**src/rtl/k12a_skip_ctrl.sv**
```systemverilog
// K12A conditional-skip sequencer: arms on a true skip condition, then annuls the
// next 1-4 instructions word by word so multi-word instructions are fully suppressed.
module k12a_skip_ctrl #(
  parameter int CNT_WIDTH = 8
) (
  input  logic                 cpu_clock,
  input  logic                 reset_n,
  input  logic                 insn_start,
  input  logic [1:0]           insn_words,
  input  logic                 word_fetch,
  input  logic                 cond_eval,
  input  logic                 cond_invert,
  input  logic                 alu_condition,
  input  logic [1:0]           skip_span,
  input  logic                 flush,
  output logic                 annul,
  output logic                 skip_active,
  output logic                 irq_allow,
  output logic                 protocol_err,
  output logic [CNT_WIDTH-1:0] skipped_count
);

  typedef enum logic [1:0] {
    IDLE     = 2'd0,
    ARMED    = 2'd1,
    SKIPPING = 2'd2
  } state_t;

  state_t     state;
  logic [2:0] remaining;
  logic [1:0] words_left;

  logic       cond_result;
  logic       violation;
  logic       count_full;
  logic [1:0] extra_words;
  logic [2:0] remaining_dec;

  assign cond_result   = alu_condition ^ cond_invert;
  assign violation     = (state == SKIPPING) && insn_start && (words_left != 2'd0);
  assign count_full    = &skipped_count;
  // A zero word length still means one word, so no extra words follow.
  assign extra_words   = (insn_words == 2'd0) ? 2'd0 : insn_words - 2'd1;
  assign remaining_dec = remaining - 3'd1;

  always_comb begin
    annul = 1'b0;
    case (state)
      ARMED:    annul = insn_start;
      SKIPPING: annul = !violation;
      default:  annul = 1'b0;
    endcase
  end

  assign irq_allow = (state == IDLE) && !cond_eval;

  always_ff @(posedge cpu_clock or negedge reset_n) begin
    if (!reset_n) begin
      state         <= IDLE;
      remaining     <= 3'd0;
      words_left    <= 2'd0;
      skip_active   <= 1'b0;
      protocol_err  <= 1'b0;
      skipped_count <= '0;
    end else if (flush) begin
      state       <= IDLE;
      remaining   <= 3'd0;
      words_left  <= 2'd0;
      skip_active <= 1'b0;
    end else if (violation) begin
      // A new instruction began before the annulled one finished its words.
      protocol_err <= 1'b1;
      state        <= IDLE;
      remaining    <= 3'd0;
      words_left   <= 2'd0;
      skip_active  <= 1'b0;
    end else begin
      case (state)
        IDLE: begin
          if (cond_eval && cond_result) begin
            state       <= ARMED;
            remaining   <= {1'b0, skip_span} + 3'd1;
            skip_active <= 1'b1;
          end
        end
        ARMED: begin
          if (insn_start) begin
            if (!count_full) begin
              skipped_count <= skipped_count + {{(CNT_WIDTH-1){1'b0}}, 1'b1};
            end
            words_left <= extra_words;
            if (extra_words != 2'd0) begin
              state <= SKIPPING;
            end else begin
              remaining <= remaining_dec;
              if (remaining_dec == 3'd0) begin
                state       <= IDLE;
                skip_active <= 1'b0;
              end
            end
          end
        end
        SKIPPING: begin
          if (word_fetch) begin
            words_left <= words_left - 2'd1;
            if (words_left == 2'd1) begin
              remaining <= remaining_dec;
              if (remaining_dec == 3'd0) begin
                state       <= IDLE;
                skip_active <= 1'b0;
              end else begin
                state <= ARMED;
              end
            end
          end
        end
        default: begin
          state       <= IDLE;
          skip_active <= 1'b0;
        end
      endcase
    end
  end

endmodule

```
**config.mk**
```make
export PLATFORM = sky130hd
export DESIGN_NAME = k12a_skip_ctrl
export DESIGN_NICKNAME = d
export VERILOG_FILES = /design/src/rtl/k12a_skip_ctrl.sv
export SDC_FILE = /design/constraint.sdc
export NUM_CORES = 1
export LEC_CHECK = 0
export CAP_MARGIN = 20
export CORE_MARGIN = 2
export CORE_UTILIZATION = 54
export DETAILED_ROUTE_END_ITERATION = 8
export PLACE_DENSITY = 0.93
export RECOVER_POWER = 50
export SETUP_SLACK_MARGIN = 0.5
export SLEW_MARGIN = 30
export SYNTH_ARGS = -nofsm -noshare
export SYNTH_HDL_FRONTEND = slang
export SYNTH_SLANG_ARGS = --single-unit
```
**constraint.sdc**
```tcl
create_clock -name cpu_clock -period 6.19 [get_ports cpu_clock]
set_clock_uncertainty 0.15 [all_clocks]
set_input_delay 0.619 -clock cpu_clock [delete_from_list [all_inputs] [get_ports cpu_clock]]
set_output_delay 0.619 -clock cpu_clock [all_outputs]
set_load 0.005 [all_outputs]
```
==> qor.yml, run 1 <==
timing:
  hold_viol: 0
  slew_headroom: 0.475
  finalCriticalPeriod_ps: 2820
  min_period_over_period: 0.456
  maxSlewViolCount: 0
  setup_violations: 0
  rsz0062_at_grt: "no"
  fin_setup_tns_ps: 0
  max_freq_mhz: 355
  worstMarginPinSlew_ps: 785
synth:
  synth_common_cells: "dfrtp_1 (17), nand2_1 (15), inv_1 (13), ha_1 (10), o21ai_0 (6)"
  ys_warn_count: 0
  netlist_area_um2: 1160
  ys_seq_elements: 17
  yosys_most_used_dff: "dfrtp_1"
  ys_types: 40
  ys_seq_area_frac: 0.367
  synth-async-reset-ratio: 1.00
  ys_top_cells_by_area: "dfrtp_1 (37%), ha_1 (11%), nand2_1 (4.9%), inv_1 (4.2%), xnor2_1 (3.8%)"
  syn_avg_cell_area_um2: 9.66
  synth_edf_count: 0
  yosysMostFrequentCell: "dfrtp_1"
  synth_fp_nets: 142
  synth_cells: 120
  synth_top_cell_by_area: "dfrtp_1"
  synth.top_cell.area_share: 0.367
power_and_ir_drop:
  p_sw_frac: 0.395
  clock_power_share: 0.126
  worst_ir_drop_vdd_v: 0.000248
  power_density_nw_per_um2: 336
  combinationalPowerShare: 0.515
  seq_power_share: 0.359
  p_int_w: 0.000292
  finalPower_w: 0.000482
  switchingPower_w: 0.000190
  power.leakage_nw: 0.665
clock_network:
  numCtsBuffers: 3
  cts_tree: "yes"
  cts-root-buf: "clkbuf_4"
  cts_sinks: 17
  holdBufCountCts: 0
  cts_setup_buffers: 0
  clock_latency_ps: 300
  clk_pin_slew_ps: 100
  cts_resized: 0
  htree_levels: 1
  cts_buffer_depth: 2
grt:
  grtUsageTotal: 0.207
  grt.overflow.total: 0
  grt_max_degree: 18
  grt_pass1_wl_um: 3990
  antenna_found_initial: 0
  first_global_vias: 910
finish:
  multi_input_area_um2: 669
  final_layout_size_suffix_gt1_frac: 0.0828
  fill_cells: 155
  register_area_um2: 425
  area_delta_synth_final_pct: 23.9
  final_nets: 168
  antenna-diode-count: 0
worst_setup_path:
  start_kind: "flop"
  critical_path_arrival_ps: 2050
  cpLargestDelayFamily: "buffers and inverters"
  slowest_delay_ps: 490
  crit_type: "flop to output pin"
  path_buf_inv: 3
  path_max_fanout: 8
  crit_slowest_cell: "clkdlybuf4s50_1"
  crit_top_cell: "inv_1"
  worstPathRequired_ps: 5420
  endpoint_kind: "output pin"
  worstPathCellList: "inv_1 > ha_1 > inv_1 > o21ai_0 > and2_1 > clkdlybuf4s50_1"
floorplan:
  pin_count: 24
  initial_utilization: 0.579
  num_rows: 16
  die_area_um2: 2530
  die_y_um: 50.3
  chipWidth_um: 50.3
  coreArea_um2: 2000
hold_path:
  hp-class: "flop to flop"
drt:
  post-route-drc-count: 0
  first_pass_iters: 4
  vias: 950
  wl_um: 2290
  vias_per_cell: 5.52
  wire_per_inst_um: 13.3
  drt-initial-drc-count: 28
  drtAntennaViolNets: 0
placed_design:
  dp_hpwl_um: 1810
  gp_congestion: 0.892
  numPortBuffers: 23
flow_run:
  maxCapViolations: 0
status:
  status: "finished, final reports clean"
## stage by stage
stage	hold slack, ps	setup WS [ps]	area (um2)	util	instances
5_1_grt	349	3240	1440	0.717	172
6_report	334	3370	1440	0.717	172
3_3_place_gp	312	3450	1410	0.703	168
3_5_place_dp	318	3410	1410	0.703	168
2_1_floorplan	173	4140	1160	-	120
4_1_cts	342	3370	1440	0.717	172
## worst paths after layout
| kind | startpoint | to | slack, ps | cells after the start |
|---|---|---|---|---|
| setup reg to reg | state[0]$_DFFE_PN0P_ | remaining[2]$_DFFE_PN0P_ | 3860 | 7 |
| hold reg to reg | protocol_err$_DFFE_PN0P_ | protocol_err$_DFFE_PN0P_ | 330 | 1 |
| setup / recovery | state[0]$_DFFE_PN0P_ | annul | 3370 | 6 |
| hold / removal | protocol_err$_DFFE_PN0P_ | protocol_err$_DFFE_PN0P_ | 330 | 1 |
| max in group asynchronous | reset_n | words_left[0]$_DFFE_PN0P_ | 4710 | 1 |
| min in group asynchronous | reset_n | skipped_count[5]$_DFFE_PN0P_ | 680 | 1 |
## power by group through the flow
stage / combinational, W / sequential (W) / clock [W]
after floorplan: 0.000167 / 0.000171 / 0
after global placement: 0.000239 / 0.000173 / 0
after detailed placement: 0.000253 / 0.000176 / 0
after CTS: 0.000255 / 0.000174 / 0.0000622
after global routing: 0.000277 / 0.000177 / 0.0000667
final: 0.000248 / 0.000173 / 0.0000606
## cells by family after synthesis
| family | share of synthesized area |
|---|---|
| flip-flops | 0.367 |
| multiplexers | 0.0454 |
| XOR/XNOR | 0.0680 |
| AO/OA/AOI/OAI | 0.170 |
| buffers and inverters | 0.0551 |
| AND/OR/NAND/NOR | 0.187 |
| adder cells (fa/ha/maj) | 0.108 |
## state kept, by name, summed over array words and instances, names as in the netlist
register       count
remaining          3
skip_active        1
words_left         2
skipped_count      8
state              2
protocol_err       1
## area by class of cell
type	count	area share
well taps	27	0.0235
inverters	13	0.0340
clock inverters	1	0.00349
multi-input cells	88	0.466
repair buffers	23	0.160
clock buffers	3	0.0157
flip-flops and latches	17	0.296
## placed cells by master (no fill, tap or decap), types with 4 or more instances in the layout
master and n:
dfrtp_1 17, xnor2_1 5, xor2_1 4, ha_1 10
nand3_1 5, inv_1 13, o21ai_0 6, nor2_1 4
dlygate4sd3_1 7, clkdlybuf4s50_1 16, nand2_1 15
## layer usage
| layer | global-route usage | up-vias | routed length [um] |
|---|---|---|---|
| met3 | 0.0536 | 4 | 113 |
| met5 | 0 | - | 0 |
| met4 | 0.0541 | 0 | 26 |
| met1 | 0.253 | 447 | 977 |
| li1 | - | 473 | - |
| met2 | 0.360 | 26 | 1170 |
No activity file was read; power rests on OpenSTA's default activity.
==> inputs of run 2 (changes only) <==
--- a/config.mk
+++ b/config.mk
@@ -7,9 +7,9 @@
 export LEC_CHECK = 0
 export CAP_MARGIN = 20
 export CORE_MARGIN = 2
-export CORE_UTILIZATION = 54
+export CORE_UTILIZATION = 45
 export DETAILED_ROUTE_END_ITERATION = 8
-export PLACE_DENSITY = 0.93
+export PLACE_DENSITY = 0.83
 export RECOVER_POWER = 50
 export SETUP_SLACK_MARGIN = 0.5
 export SLEW_MARGIN = 30
==> constraint.sdc (replaced) <==
create_clock -name cpu_clock -period 2.5 [get_ports cpu_clock]
set_clock_uncertainty 0.15 [all_clocks]
set_input_delay 0.25 -clock cpu_clock [delete_from_list [all_inputs] [get_ports cpu_clock]]
set_output_delay 0.25 -clock cpu_clock [all_outputs]
set_load 0.005 [all_outputs]
==> run 2 against run 1 <==
Die area increased by 18%. Clock-buffer cell count increased by 1. Sequential power rose to 2.6 times the previous value. Sequential share of layout area is 6.3 points lower. Largest cell class unchanged.
==> qor.yml, run 2 (synthesis gave the netlist of run 1 again) <==
status:
  status: "finished, final reports clean"
finish:
  largest_register: "skipped_count"
  fill_cells: 155
  largestRegisters: "skipped_count: 8 flops, remaining: 3 flops"
  final_cell_mix: "buf_4 (17), dfrtp_1 (16), clkdlybuf4s50_1 (15)"
  antenna-diode-count: 0
  final_nets: 193
  area_delta_synth_final_pct: 57.7
  final_cells: 200
  largest_register_ffs: 8
  mostFrequentLayoutCell: "buf_4"
  final_layout_size_suffix_gt1_frac: 0.324
grt:
  first_global_vias: 1102
  grt.overflow.total: 0
  grt_pass1_wl_um: 4850
  grtUsageTotal: 0.226
  grt_max_degree: 18
  antenna_found_initial: 0
drt:
  drtAntennaViolNets: 0
  vias_per_cell: 5.88
  drt-initial-drc-count: 43
  wire_per_inst_um: 17.5
  first_pass_iters: 7
  post-route-drc-count: 0
  vias: 1175
  wl_um: 3500
timing:
  rsz0062_at_grt: "yes"
  hold_viol: 0
  fin_setup_tns_ps: 0
  maxSlewViolCount: 0
  slew_headroom: 0.438
  min_period_over_period: 0.900
  max_freq_mhz: 445
  worstMarginPinSlew_ps: 840
  setup_violations: 0
  finalCriticalPeriod_ps: 2250
floorplan:
  die_area_um2: 3000
  initial_utilization: 0.472
  num_rows: 18
  chipWidth_um: 54.7
  pin_count: 24
  coreArea_um2: 2450
  die_y_um: 54.7
power_and_ir_drop:
  power.leakage_nw: 0.865
  power_density_nw_per_um2: 912
  worst_ir_drop_vdd_v: 0.000575
clock_network:
  clk_pin_slew_ps: 110
  cts-root-buf: "clkbuf_4"
  htree_levels: 1
  numCtsBuffers: 3
  cts_buffer_depth: 2
  cts_sinks: 17
  cts_tree: "yes"
  holdBufCountCts: 0
  clock_latency_ps: 290
worst_setup_path:
  crit_top_cell: "buf_6"
  worstPathRequired_ps: 2520
  crit_slowest_cell: "dfrtp_2"
  worstPathCellList: "inv_4 > ha_4 > buf_6 > a21bo_1 > a211oi_4 > a311o_1 > buf_6 > mux2i_1 > nand3_1"
  critical_path_arrival_ps: 2270
  endpoint_kind: "flop"
  path_max_fanout: 5
  path_buf_inv: 3
  cpLargestDelayFamily: "compound AO/OA/AOI/OAI gates"
  crit_type: "flop to flop"
  start_kind: "flop"
  slowest_delay_ps: 440
placed_design:
  numPortBuffers: 23
  gp_congestion: 0.898
  dp_cells: 172
  dp_hpwl_um: 1970
flow_run:
  maxCapViolations: 0
hold_path:
  hp-class: "input pin to asynchronous set/reset pin"
==> run 2: changes by cell type in the layout (fill, tap and decap cells not counted), moves of 3 or more <==
cell	previous run	this run
buf_4	0	17
ha_1	10	6
buf_6	0	7
nand2_4	0	3
ha_4	0	3
nand2_1	15	12
inv_1	13	10
==> run 2: per-stage QoR <==
stage,cell area (um2),setup slack [ps],hold WS [ps],util,total power (W)
finish,1830,251,348,0.744,0.00167
global route,1830,141,380,0.744,0.00176
CTS,1660,359,303,0.676,0.00145
detailed placement,1420,259,328,0.579,0.00108
global placement,1420,343,324,0.579,0.00104
floorplan,1160,524,-196,-,0.000837
==> run 2: layout make-up <==
cell class | instances | area [um2] | area share
Multi-Input combinational cell | 88 | 830 | 0.454
Inverter | 13 | 51.3 | 0.0281
Tap cell | 30 | 37.5 | 0.0205
Sequential cell | 17 | 427 | 0.234
Timing Repair Buffer | 48 | 455 | 0.249
Clock buffer | 4 | 26.3 | 0.0144
==> run 2: power breakdown <==
group	leakage [nW]	switching, W	internal (W)
Sequential	0.226	0.0000892	0.000353
Clock	0.0150	0.0000917	0.0000619
Combinational	0.625	0.000495	0.000575
==> run 2: repair_timing <==
| item | 4_1_cts | 5_1_grt |
|---|---|---|
| setup buffers | 14 | 10 |
| endpoints found under the setup margin | 13 | 13 |
| pin swaps | 10 | 9 |
| gates cloned | 0 | 0 |
| resized for setup | 30 | 17 |
==> run 2: worst paths after layout <==
check,startpoint,to,slack [ps],depth (start not counted)
min,reset_n,skipped_count[0]$_DFFE_PN0P_,350,1
max in group asynchronous,reset_n,state[0]$_DFFE_PN0P_,1280,1
min reg2reg,protocol_err$_DFFE_PN0P_,protocol_err$_DFFE_PN0P_,360,1
max,state[0]$_DFFE_PN0P_,remaining[2]$_DFFE_PN0P_,250,9
min in group cpu_clock,protocol_err$_DFFE_PN0P_,protocol_err$_DFFE_PN0P_,360,1
max reg2reg,state[0]$_DFFE_PN0P_,remaining[2]$_DFFE_PN0P_,250,9
==> run 2: layer usage <==
layer,global-route usage,wire length (um)
met2,0.425,1790
met5,0,0
met3,0.0437,194
met1,0.237,1410
met4,0.104,107
